$ cat config.mk
export PLATFORM = sky130hd
export DESIGN_NAME = seq_gen_fsm
export DESIGN_NICKNAME = d
export VERILOG_FILES = /design/src/rtl/seq_gen_pkg.sv /design/src/rtl/seq_regfile.sv /design/src/rtl/seq_gen_fsm.sv
export SDC_FILE = /design/constraint.sdc
export NUM_CORES = 1
export LEC_CHECK = 0
export CELL_PAD_IN_SITES_DETAIL_PLACEMENT = 0
export CELL_PAD_IN_SITES_GLOBAL_PLACEMENT = 1
export CORE_MARGIN = 2
export CORE_UTILIZATION = 56
export DETAILED_ROUTE_END_ITERATION = 7
export PLACE_DENSITY = 0.85
export SYNTH_ARGS = -nofsm -noshare
export SYNTH_HDL_FRONTEND = slang
export SYNTH_HIERARCHICAL = 1
export SYNTH_SLANG_ARGS = --single-unit
$ cat constraint.sdc
create_clock -name Clk -period 12.1 [get_ports Clk]
set_clock_uncertainty 0.1 [all_clocks]
set_input_delay 2.42 -clock Clk [delete_from_list [all_inputs] [get_ports Clk]]
set_output_delay 2.42 -clock Clk [all_outputs]
set_load 0.005 [all_outputs]
$ cat src/rtl/seq_gen_pkg.sv
// Shared types for the sequence generator.
// Holds the FSM state encoding, the mode codes and the mode normaliser.
package seq_gen_pkg;

  localparam logic [2:0] ST_IDLE  = 3'd0;
  localparam logic [2:0] ST_SEED0 = 3'd1;
  localparam logic [2:0] ST_SEED1 = 3'd2;
  localparam logic [2:0] ST_CALC  = 3'd3;
  localparam logic [2:0] ST_DONE  = 3'd4;

  typedef enum logic [2:0] {
    S_IDLE  = ST_IDLE,
    S_SEED0 = ST_SEED0,
    S_SEED1 = ST_SEED1,
    S_CALC  = ST_CALC,
    S_DONE  = ST_DONE
  } state_t;

  localparam logic [1:0] MODE_FIB   = 2'b00;
  localparam logic [1:0] MODE_ARITH = 2'b01;
  localparam logic [1:0] MODE_DBL   = 2'b10;

  // Mode 11 is an alias of Fibonacci.
  function automatic logic [1:0] norm_mode(input logic [1:0] m);
    return (m == 2'b11) ? MODE_FIB : m;
  endfunction

endpackage

$ cat src/rtl/seq_regfile.sv
// Register file: NUM_REGS x DATA_W, one sync write, three async reads.
// Ports: Clk, Rst (async low clear), we/waddr/wdata, a/b/rd read ports.
module seq_regfile #(
  parameter int DATA_W   = 16,
  parameter int NUM_REGS = 16,
  parameter int ADDR_W   = 4
) (
  input  logic              Clk,
  input  logic              Rst,
  input  logic              we,
  input  logic [ADDR_W-1:0] waddr,
  input  logic [DATA_W-1:0] wdata,
  input  logic [ADDR_W-1:0] a_addr,
  input  logic [ADDR_W-1:0] b_addr,
  input  logic [ADDR_W-1:0] rd_addr,
  output logic [DATA_W-1:0] a_data,
  output logic [DATA_W-1:0] b_data,
  output logic [DATA_W-1:0] rd_data
);

  logic [DATA_W-1:0] r_mem [NUM_REGS];

  always_ff @(posedge Clk or negedge Rst) begin
    if (!Rst) begin
      for (int i = 0; i < NUM_REGS; i++) begin
        r_mem[i] <= '0;
      end
    end else if (we) begin
      r_mem[waddr] <= wdata;
    end
  end

  assign a_data  = r_mem[a_addr];
  assign b_data  = r_mem[b_addr];
  assign rd_data = r_mem[rd_addr];

endmodule

$ cat src/rtl/seq_gen_fsm.sv
// Sequence generator: fills a register file with Fibonacci, arithmetic
// or doubling sequences. Ports: Clk, Rst (async low), start/busy/done
// handshake, mode, len, seed0, seed1, sticky ovf, count, rd_addr/rd_data.
module seq_gen_fsm
  import seq_gen_pkg::*;
#(
  parameter int DATA_W      = 16,
  parameter int NUM_REGS    = 16,
  parameter int ADDR_W      = 4,
  parameter int STOP_ON_OVF = 1
) (
  input  logic              Clk,
  input  logic              Rst,
  input  logic              start,
  input  logic [1:0]        mode,
  input  logic [ADDR_W:0]   len,
  input  logic [DATA_W-1:0] seed0,
  input  logic [DATA_W-1:0] seed1,
  output logic              busy,
  output logic              done,
  output logic              ovf,
  output logic [ADDR_W:0]   count,
  input  logic [ADDR_W-1:0] rd_addr,
  output logic [DATA_W-1:0] rd_data
);

  localparam logic [ADDR_W:0] LEN_MIN = (ADDR_W+1)'(2);
  localparam logic [ADDR_W:0] LEN_MAX = (ADDR_W+1)'(NUM_REGS);

  state_t            r_state;
  state_t            w_next;
  logic [1:0]        r_mode;
  logic [ADDR_W:0]   r_len;
  logic [DATA_W-1:0] r_seed0;
  logic [DATA_W-1:0] r_seed1;
  logic [ADDR_W-1:0] r_idx;
  logic              r_ovf;
  logic [ADDR_W:0]   r_count;

  logic [ADDR_W:0]   w_len_clamp;
  logic [ADDR_W-1:0] w_a_addr;
  logic [ADDR_W-1:0] w_b_addr;
  logic [DATA_W-1:0] w_a_data;
  logic [DATA_W-1:0] w_b_data;
  logic [DATA_W-1:0] w_b_op;
  logic [DATA_W:0]   w_sum;
  logic              w_carry;
  logic              w_last;
  logic              w_stop;
  logic              w_we;
  logic [ADDR_W-1:0] w_waddr;
  logic [DATA_W-1:0] w_wdata;

  always_comb begin
    w_len_clamp = len;
    if (len < LEN_MIN) begin
      w_len_clamp = LEN_MIN;
    end else if (len > LEN_MAX) begin
      w_len_clamp = LEN_MAX;
    end
  end

  // Port a is always the previous entry; port b is two back for
  // Fibonacci and the previous entry again otherwise.
  assign w_a_addr = r_idx - ADDR_W'(1);
  assign w_b_addr = (r_mode == MODE_FIB) ? r_idx - ADDR_W'(2)
                                         : r_idx - ADDR_W'(1);
  assign w_b_op   = (r_mode == MODE_ARITH) ? r_seed1 : w_b_data;
  assign w_sum    = {1'b0, w_a_data} + {1'b0, w_b_op};
  assign w_carry  = w_sum[DATA_W];
  assign w_last   = ({1'b0, r_idx} == r_len - (ADDR_W+1)'(1));
  assign w_stop   = w_carry && (STOP_ON_OVF != 0);

  seq_regfile #(
    .DATA_W   (DATA_W),
    .NUM_REGS (NUM_REGS),
    .ADDR_W   (ADDR_W)
  ) u_rf (
    .Clk     (Clk),
    .Rst     (Rst),
    .we      (w_we),
    .waddr   (w_waddr),
    .wdata   (w_wdata),
    .a_addr  (w_a_addr),
    .b_addr  (w_b_addr),
    .rd_addr (rd_addr),
    .a_data  (w_a_data),
    .b_data  (w_b_data),
    .rd_data (rd_data)
  );

  always_ff @(posedge Clk or negedge Rst) begin
    if (!Rst) begin
      r_state <= S_IDLE;
    end else begin
      r_state <= w_next;
    end
  end

  always_comb begin
    w_next  = r_state;
    w_we    = 1'b0;
    w_waddr = r_idx;
    w_wdata = w_sum[DATA_W-1:0];
    unique case (r_state)
      S_IDLE: begin
        if (start) w_next = S_SEED0;
      end
      S_SEED0: begin
        w_we    = 1'b1;
        w_waddr = '0;
        w_wdata = r_seed0;
        w_next  = (r_mode == MODE_FIB) ? S_SEED1 : S_CALC;
      end
      S_SEED1: begin
        w_we    = 1'b1;
        w_waddr = ADDR_W'(1);
        w_wdata = r_seed1;
        w_next  = (r_len == LEN_MIN) ? S_DONE : S_CALC;
      end
      S_CALC: begin
        if (w_stop) begin
          w_next = S_DONE;
        end else begin
          w_we = 1'b1;
          if (w_last) w_next = S_DONE;
        end
      end
      S_DONE: begin
        w_next = S_IDLE;
      end
      default: begin
        w_next = S_IDLE;
      end
    endcase
  end

  always_ff @(posedge Clk or negedge Rst) begin
    if (!Rst) begin
      r_mode  <= MODE_FIB;
      r_len   <= '0;
      r_seed0 <= '0;
      r_seed1 <= '0;
      r_idx   <= '0;
      r_ovf   <= 1'b0;
      r_count <= '0;
    end else begin
      if (r_state == S_IDLE) begin
        if (start) begin
          r_mode  <= norm_mode(mode);
          r_len   <= w_len_clamp;
          r_seed0 <= seed0;
          r_seed1 <= seed1;
          r_ovf   <= 1'b0;
          r_count <= '0;
        end
      end else if (r_state == S_SEED0) begin
        r_idx <= ADDR_W'(1);
      end else if (r_state == S_SEED1) begin
        r_idx <= ADDR_W'(2);
        if (r_len == LEN_MIN) r_count <= r_len;
      end else if (r_state == S_CALC) begin
        if (w_carry) r_ovf <= 1'b1;
        if (w_stop) begin
          r_count <= {1'b0, r_idx};
        end else if (w_last) begin
          r_count <= r_len;
        end else begin
          r_idx <= r_idx + ADDR_W'(1);
        end
      end
    end
  end

  assign busy  = (r_state != S_IDLE);
  assign done  = (r_state == S_DONE);
  assign ovf   = r_ovf;
  assign count = r_count;

endmodule
After elaboration in Yosys (flattened, before gate mapping)
Cells that the tools add are included.
- eq/ne operators: 15
- order comparisons: 7
- muxes and demuxes: 46
- $add $sub $neg: 5
- reduce and logical (&&, ||, !) cells: 15
- bitwise gates (word level): 5
- operators by type and width (operator ; count):
    256-bit bitwise mux ; 1
    16-bit binary-select mux with 4-bit select ; 3
    16-bit two-way mux ; 8
    16-bit demux with 4-bit select ; 1
    5-bit two-way mux ; 10
    16-bit one-hot mux with 2 select lines ; 1
    4-bit two-way mux ; 6
    5-bit >= comparator (second input constant) ; 4
    4-bit inverter with 5-bit output ; 4
    16-bit by 16-bit adder with 17-bit output ; 1
    3-bit two-way mux ; 4
    3-bit one-hot mux with 4 select lines ; 1
    5-bit AND reduction ; 2
    3-bit nonzero test ; 3
    1-bit two-way mux ; 8
    4-bit one-hot mux with 2 select lines ; 1
    3-bit by 2-bit == test with 1-bit output (second input constant) ; 2
    2-bit inequality test (second input constant) ; 3
    3-bit by 1-bit inequality test with 1-bit output (second input constant) ; 2
    3-bit inequality test (second input constant) ; 2
    4-bit by 5-bit == test with 1-bit output ; 1
    5-bit by 2-bit == test with 1-bit output (second input constant) ; 1
    5-bit greater-than comparator (second input constant) ; 1
    5-bit by 1-bit < comparator with 1-bit output (second input constant) ; 1
    other kinds (20) ; 22
- register bits after elaboration: 308
- output and inout port bits: 24
- logic and storage cells: 117
- bits of input ports: 46

Longest topological paths before layout
Gate-level depths: netlist of run 1.
- word-level depth: 13
- mapped depth: 25
- mapped depth without buffers: 20

By module
Netlist of run 1, hierarchy kept.
- by module, submodules not included (module ; cells an instance ; area each (um^2) ; instances ; sequential area each (um^2)):
    seq_regfile ; 985 ; 15162.0 ; 1 ; 6406.1
    seq_gen_fsm ; 376 ; 3768.6 ; 1 ; 1301.2

Worst setup path before layout of run 1
No wires, ideal clock.
- kind: input to output
- from: input port rd_addr[0]
- to: output port rd_data[10]
- slack: 5.867 ns
- data required time: 9.580 ns
- arrival time: 3.713 ns
- stages on the path: 5
- buffers on the path: 2
- cells stage by stage: buf_2 -> buf_2 -> mux4_2 -> a22oi_1 -> nand2_1
- word-level cells in the longest chain between the ends: 4
- ends and longest elaborated chain (item ; RTL line ; RTL):
    start, declared ; seq_gen_fsm.sv:23 ; input logic [ADDR_W-1:0] rd_addr,
    4-bit inverter with 5-bit output (implied by the code) ; seq_regfile.sv:35 ; assign rd_data = r_mem[rd_addr];
    16-bit binary-select mux with 4-bit select ; seq_regfile.sv:35 ;
    16-bit two-way mux (implied by the code) (2 in series) ; seq_regfile.sv:35 ;
    end, declared ; seq_gen_fsm.sv:24 ; output logic [DATA_W-1:0] rd_data
Every way passes these cells. The select of a mux whose other input is x is not followed.

Final worst setup path of run 1
- from: register r_idx[0]
- to: register u_rf/r_mem[95] in the netlist's numbering
- word-level cells in the longest chain between the ends: 10
- elaborated cells between the ends (all ways): 24
- those cells by class: add/sub (3); order compare (2); mux (15); bitwise (3); reduce/logical (1)
- ends and longest elaborated chain (item ; RTL line ; RTL):
    start, declared ; seq_gen_fsm.sv:36 ; logic [ADDR_W-1:0] r_idx;
    start signal, assigned ; seq_gen_fsm.sv:169 ; r_idx <= r_idx + ADDR_W'(1);
    4-bit by 1-bit subtractor with 4-bit output or 4-bit by 2-bit subtractor with 4-bit output (tied branches) ; seq_gen_fsm.sv:67, seq_gen_fsm.sv:66 ;
    4-bit two-way mux (*) ; seq_gen_fsm.sv:66 ; assign w_b_addr = (r_mode == MODE_FIB) ? r_idx - ADDR_W'(2)
    named net w_b_addr[0] ; seq_gen_fsm.sv:42 ; logic [ADDR_W-1:0] w_b_addr;
    4-bit inverter with 5-bit output (implied by the code) (*) ; seq_regfile.sv:34 ; assign b_data = r_mem[b_addr];
    16-bit binary-select mux with 4-bit select (*) ; seq_regfile.sv:34 ;
    16-bit two-way mux (implied by the code) (*) (2 in series) ; seq_regfile.sv:34 ;
    named net w_b_data[0] ; seq_gen_fsm.sv:44 ; logic [DATA_W-1:0] w_b_data;
    16-bit two-way mux (*) ; seq_gen_fsm.sv:68 ; assign w_b_op = (r_mode == MODE_ARITH) ? r_seed1 : w_b_data;
    16-bit by 16-bit adder with 17-bit output (*) ; seq_gen_fsm.sv:69 ; assign w_sum = {1'b0, w_a_data} + {1'b0, w_b_op};
    1-bit two-way mux (*) ; seq_gen_fsm.sv:122 ; if (w_stop) begin
    1-bit one-hot mux with 2 select lines (*) ; seq_gen_fsm.sv:105 ; unique case (r_state)
    named net w_we ; seq_gen_fsm.sv:50 ; logic w_we;
    end signal, assigned by index ; seq_regfile.sv:29 ; r_mem[waddr] <= wdata;
    end, declared ; seq_regfile.sv:21 ; logic [DATA_W-1:0] r_mem [NUM_REGS];
Mark *: on every way through the listed nets, which the timed path passes. The rest lies on a longest branch. The select of a mux whose other input is x is not followed.
A chain may end at the register's enable or synchronous reset.

==> results of run 1 <==
[flip-flops by register name, summed over array words and instances (netlist names)]
name / count
count: 5
ovf: 1
r_idx: 4
r_len: 5
r_mode: 2
r_seed0: 16
r_seed1: 16
r_state: 3
u_rf/r_mem: 256
[cells in the final DEF, fill, tap and decap left out, types with 3 or more instances in the layout]
cell	instances
sky130_fd_sc_hd__clkdlybuf4s50_1	66
sky130_fd_sc_hd__nand2b_1	9
sky130_fd_sc_hd__buf_4	47
sky130_fd_sc_hd__mux2_1	50
sky130_fd_sc_hd__o2bb2ai_1	4
sky130_fd_sc_hd__inv_1	10
sky130_fd_sc_hd__nand3_1	4
sky130_fd_sc_hd__a31oi_1	4
sky130_fd_sc_hd__a22oi_1	112
sky130_fd_sc_hd__o21ai_0	21
sky130_fd_sc_hd__or3_1	4
sky130_fd_sc_hd__nor3b_2	3
sky130_fd_sc_hd__clkbuf_8	3
sky130_fd_sc_hd__dfrtp_1	308
sky130_fd_sc_hd__o31ai_1	3
sky130_fd_sc_hd__a21oi_1	24
sky130_fd_sc_hd__and2_1	6
sky130_fd_sc_hd__xor2_1	9
sky130_fd_sc_hd__nand2_1	79
sky130_fd_sc_hd__clkinv_2	12
sky130_fd_sc_hd__clkbuf_16	36
sky130_fd_sc_hd__a21o_1	5
sky130_fd_sc_hd__nor2_1	21
sky130_fd_sc_hd__ha_1	23
sky130_fd_sc_hd__nor2b_1	7
sky130_fd_sc_hd__mux2i_1	4
sky130_fd_sc_hd__mux2_2	255
sky130_fd_sc_hd__nand3b_1	6
sky130_fd_sc_hd__xnor2_1	8
sky130_fd_sc_hd__mux4_2	192
sky130_fd_sc_hd__o21ai_1	4
sky130_fd_sc_hd__nor2_2	8
sky130_fd_sc_hd__mux2_4	3
sky130_fd_sc_hd__clkbuf_1	8
sky130_fd_sc_hd__nor3_1	8
sky130_fd_sc_hd__a211oi_1	4
[cells in the mapped netlist, types with 12 or more instances]
cell type	instances
sky130_fd_sc_hd__mux2_1	50
sky130_fd_sc_hd__a22oi_1	112
sky130_fd_sc_hd__nand2_1	80
sky130_fd_sc_hd__nor2_1	26
sky130_fd_sc_hd__a21oi_1	24
sky130_fd_sc_hd__dfrtp_1	308
sky130_fd_sc_hd__mux4_2	192
sky130_fd_sc_hd__clkbuf_1	59
sky130_fd_sc_hd__inv_1	12
sky130_fd_sc_hd__buf_2	48
sky130_fd_sc_hd__ha_1	23
sky130_fd_sc_hd__mux2_2	255
sky130_fd_sc_hd__o21ai_0	24
[logic make-up after synthesis]
family                   share of synthesized area
adder cells (fa/ha/maj)                     0.0163
AND/OR/NAND/NOR                             0.0463
buffers and inverters                       0.0296
multiplexers                                 0.415
XOR/XNOR                                   0.00833
flip-flops                                   0.407
AO/OA/AOI/OAI                               0.0775
[worst paths after layout]
path	slack, ns	end	cells after the start	startpoint
max	4.15	u_rf/r_mem[95]$_DFFE_PN0P_	19	r_idx[0]$_DFFE_PN0P_
min	0.39	count[0]$_DFFE_PN0P_	1	count[0]$_DFFE_PN0P_
max reg2reg	4.15	u_rf/r_mem[95]$_DFFE_PN0P_	19	r_idx[0]$_DFFE_PN0P_
min reg2reg	0.39	count[0]$_DFFE_PN0P_	1	count[0]$_DFFE_PN0P_
max in group asynchronous	8.52	u_rf/r_mem[171]$_DFFE_PN0P_	2	Rst
min in group asynchronous	1.81	u_rf/r_mem[181]$_DFFE_PN0P_	1	Rst
[metal layers]
layer  share of wire  up-vias
met5               0        -
met4           0.046        0
met3           0.089      131
met2            0.47      623
met1            0.39     6929
li1                -     5426
[through the flow]
step	instance area, µm²	worst slack [ns]
2_1_floorplan	18900	5.87
3_3_place_gp	20100	4.33
3_5_place_dp	20100	4.17
4_1_cts	21100	4.13
5_1_grt	21100	3.65
6_report	21100	4.15
[area by class of cell]
type / instances / share of cell area
multi-input cells: 923 / 0.507
clock inverters: 15 / 0.00544
repair buffers: 115 / 0.0489
inverters: 12 / 0.00225
clock buffers: 47 / 0.0460
flip-flops and latches: 308 / 0.364
well taps: 448 / 0.0265
[critical path: stages (launching register included)]
cell                       delay [ns]
sky130_fd_sc_hd__dfrtp_1         0.51
sky130_fd_sc_hd__xnor2_2         0.88
sky130_fd_sc_hd__buf_4           0.59
sky130_fd_sc_hd__buf_4           0.61
sky130_fd_sc_hd__mux4_2          0.58
sky130_fd_sc_hd__a22oi_1         0.19
sky130_fd_sc_hd__nand2_1         0.11
sky130_fd_sc_hd__mux2_2          0.28
sky130_fd_sc_hd__ha_1            0.23
sky130_fd_sc_hd__fa_1            0.47
sky130_fd_sc_hd__a211oi_4        0.35
sky130_fd_sc_hd__nor4b_4         0.10
sky130_fd_sc_hd__o21bai_2        0.30
sky130_fd_sc_hd__o21ai_0         0.17
sky130_fd_sc_hd__and3_1          0.22
sky130_fd_sc_hd__nor3_1          0.41
sky130_fd_sc_hd__nand3b_1        0.35
sky130_fd_sc_hd__nor2_2          0.64
sky130_fd_sc_hd__buf_4           0.33
sky130_fd_sc_hd__mux2_2          0.36
==> metrics, run 1 <==
run status finished, final reports clean; number of synthesized flops with an enable pin 0; final wirelength 53900 µm; post-synthesis instance total 1361; register area share after synthesis 0.407; Max Freq 126 MHz; x dimension of the die 188 µm; type of the most critical hold path reg -> reg; die height 188 µm; Placeable Area 0.0334 mm²; arrival time worst endpoint 8.25 ns; vias post-DR 13100; number of inserted filler cells in the final layout 2492; H-tree lvl count 2; Clk pin slew, worst setup/hold paths 0.06 ns; master cell of the clock root buffer sky130_fd_sc_hd__clkbuf_16; CTS tree built; dpl hpwl 33200 µm; number of buffers inserted for hold repair after clock tree synthesis 0; First-pass DRT Iterations 5; Setup crit start kind register; number of nets with antenna violations after routing 0; Post-Synthesis Mean Instance Area 13.9 µm²; post-DR wirelength/cell 28.9 µm; GRT busiest layer met2; weighted congestion at the end of routability-driven global placement 0.910; clock tree sinks 308; Storage cell area 0.00771 mm²; DRC 0; cell types with the largest area share after synthesis sky130_fd_sc_hd__dfrtp_1 41%, sky130_fd_sc_hd__mux4_2 23%, sky130_fd_sc_hd__mux2_2 15%; count of routing violations after the opening detailed-route iteration 1171; GRT Resource Usage Total 0.314; antenna violations before repair 0; maximum number of buffers from clock root to sink 3; DIE AREA 0.0353 mm²; number of nets produced by synthesis 1431; library cells used by synthesis 68; PortBufs 69; Antenna Diode Count 0; total gr overflow 0; critical path data required time 12.41 ns; row count 67; Total Nets Final 1466; met1 routing resource usage after global routing 0.425; via count of the first global-routing pass 13700; final-report setup violation count 0; Period Utilization, post-route 0.657; clock latency on the worst-skew pair 0.54 ns; kind of end point of the critical path register; area growth from synthesis to layout 11.7%; aggregate negative setup slack 0 ns; fraction of layout instances using a drive strength above 1 0.413; flops & latches, synth 308; wire length of the first global-routing pass 82800 µm; top cell type by total area after synthesis sky130_fd_sc_hd__dfrtp_1; Post-Place Cells 1806; worst slew slack as a fraction of its limit 0.132; GR Util met2 0.493; Via-to-Cell Ratio 7.02; Tightest Pin Transition 1.29 ns; area share of the largest cell type after synthesis 0.407; number of cells in the finished layout apart from fillers 1868; max-cap violation count 0; area of the mapped netlist 0.0189 mm²; share of flip-flops with an asynchronous set or reset after synthesis 1.00; number of pins exceeding their max-slew limit in the final report 0; highest fanout seen on the critical path 30; maximum number of pins on one net before global-route repair 97; routing usage on met3 0.0666; core utilization of the finished layout 0.632; Min Hold Slack 0.388 ns; Post-CTS Setup Repair Bufs 0; kind of critical path reg -> reg; main flop type after synthesis sky130_fd_sc_hd__dfrtp_1; initial standard-cell utilization of the core 0.566; total area of multi-input combinational cells 0.0107 mm²; num ports 70; number of hold violations in the final report 0; unrepaired setup endpoints after global routing false; Min Clock Period, post-route 7.95 ns; total clock buffers created by CTS 36; Resized cells post-CTS 0; warning count from the yosys run 6
Power of run 1 is not shown: default switching activity piles up to over one toggle a cycle in this logic, so the estimate is an artifact.
==> run 2: changes to the inputs <==
- CORE_UTILIZATION: 56 -> 52
- PLACE_DENSITY: 0.85 -> 0.8
- clock period: 12.1 -> 8 ns (I/O delays scaled with it)
==> metrics, run 2 (synthesis results as in run 1) <==
Min Clock Period, post-route 6.88 ns; worst stage delay on the critical path 0.82 ns; count of routing violations after the opening detailed-route iteration 1157; die height 195 µm; Tightest Pin Transition 1.29 ns; clock tree sinks 308; aggregate negative setup slack 0 ns; number of buffers inserted for hold repair after clock tree synthesis 0; Via-to-Cell Ratio 6.87; Resized cells post-CTS 0; num ports 70; Post-CTS Setup Repair Bufs 0; dpl hpwl 34900 µm; critical path data required time 8.30 ns; GRT Resource Usage Total 0.291; Placeable Area 0.0357 mm²; master cell of the clock root buffer sky130_fd_sc_hd__clkbuf_16; crit path cell chain inv_4, ha_1, mux2i_4, buf_12, mux4_2, a22oi_1, nand2_1, mux2_2, ha_1, a21oi_1, o21ai_0, a21oi_1, o21ai_0, and3_1, nor3_1, nand3b_1, or3_1, mux2_1; Clk pin slew, worst setup/hold paths 0.05 ns; Storage cell area 0.00771 mm²; antenna violations before repair 0; x dimension of the die 195 µm; master of the slowest instance on the critical path sky130_fd_sc_hd__or3_1; Antenna Diode Count 0; Setup crit start kind register; maximum number of buffers from clock root to sink 3; DRC 0; number of hold violations in the final report 0; initial standard-cell utilization of the core 0.530; post-DR wirelength/cell 28.6 µm; fraction of layout instances using a drive strength above 1 0.414; Crit path buffers/inverters 2; run status finished, final reports clean; worst slew slack as a fraction of its limit 0.134; total area of multi-input combinational cells 0.0107 mm²; type of the most critical hold path reg -> reg; DIE AREA 0.0379 mm²; number of inserted filler cells in the final layout 2838; weighted congestion at the end of routability-driven global placement 0.899; highest fanout seen on the critical path 27; total gr overflow 0; Max Freq 145 MHz; Period Utilization, post-route 0.860; arrival time worst endpoint 7.18 ns; wire length of the first global-routing pass 82400 µm; unrepaired setup endpoints after global routing false; H-tree lvl count 2; First-pass DRT Iterations 5; area growth from synthesis to layout 12.5%; kind of cell with the highest combined delay on the critical path simple AND/OR/NAND/NOR gates; row count 69; register bank with the most flops u_rf/r_mem; max-cap violation count 0; Total Nets Final 1471; leading registers by flop count u_rf/r_mem: 256 flops, r_seed0: 16 flops, r_seed1: 16 flops; final-report setup violation count 0; vias post-DR 12900; final wirelength 53900 µm; via count of the first global-routing pass 13400; flip-flop count of the largest register, all copies and words added 256; CTS tree built; most common cell after layout, fill and taps aside sky130_fd_sc_hd__dfrtp_1; clock latency on the worst-skew pair 0.53 ns; number of nets with antenna violations after routing 0; commonest cells after routing, fill and taps aside 308 x sky130_fd_sc_hd__dfrtp_1, 255 x sky130_fd_sc_hd__mux2_2, 192 x sky130_fd_sc_hd__mux4_2; kind of end point of the critical path register; PortBufs 69; total clock buffers created by CTS 36; kind of critical path reg -> reg; maximum number of pins on one net before global-route repair 102; number of pins exceeding their max-slew limit in the final report 0
## run 2: cell count changes in the layout (fill, tap and decap cells not counted), sizes merged
cell,change
clkinv,-10
bufinv,-1
clkinvlp,+1
inv,-1
buf,+5
clkbuf,+8
## run 2: final cells by class
class / count / area share
inverter: 12 / 0.00223
timing repair buffer: 120 / 0.0544
tap: 461 / 0.0271
clock inverter: 4 / 0.00106
multi-input combinational: 923 / 0.503
clock buffer: 55 / 0.0509
sequential: 308 / 0.362
## run 2: path summary, 6_finish.rpt
path | start | to | slack (ns) | cells after the start
setup reg to reg | r_idx[0]$_DFFE_PN0P_ | u_rf/r_mem[186]$_DFFE_PN0P_ | 1.12 | 18
setup / recovery | r_idx[0]$_DFFE_PN0P_ | u_rf/r_mem[186]$_DFFE_PN0P_ | 1.12 | 18
max in group asynchronous | Rst | u_rf/r_mem[141]$_DFFE_PN0P_ | 5.28 | 2
min in group asynchronous | Rst | u_rf/r_mem[211]$_DFFE_PN0P_ | 1.04 | 1
hold / removal | count[0]$_DFFE_PN0P_ | count[0]$_DFFE_PN0P_ | 0.39 | 1
hold reg to reg | count[0]$_DFFE_PN0P_ | count[0]$_DFFE_PN0P_ | 0.39 | 1
## run 2: per-layer routing
metal,vias to the layer above,wire length [µm],track usage
met5,-,0,0
met4,0,2670,0.143
met3,150,4320,0.0652
met2,576,25200,0.451
met1,6796,21700,0.390
li1,5421,-,-
## run 2: metrics by stage
| step | cells | util | hold WS, ns | instance area (µm²) | setup WS [ns] |
|---|---|---|---|---|---|
| CTS | 1883 | 0.596 | 0.397 | 21300 | 1.18 |
| global route | 1883 | 0.596 | 0.416 | 21300 | 0.780 |
| detailed placement | 1824 | 0.565 | 0.381 | 20200 | 1.21 |
| finish | 1883 | 0.596 | 0.387 | 21300 | 1.12 |
| floorplan | 1361 | - | 0.364 | 18900 | 2.15 |
| global placement | 1824 | 0.565 | 0.378 | 20200 | 1.35 |
Power of run 2 is left out for the same reason.
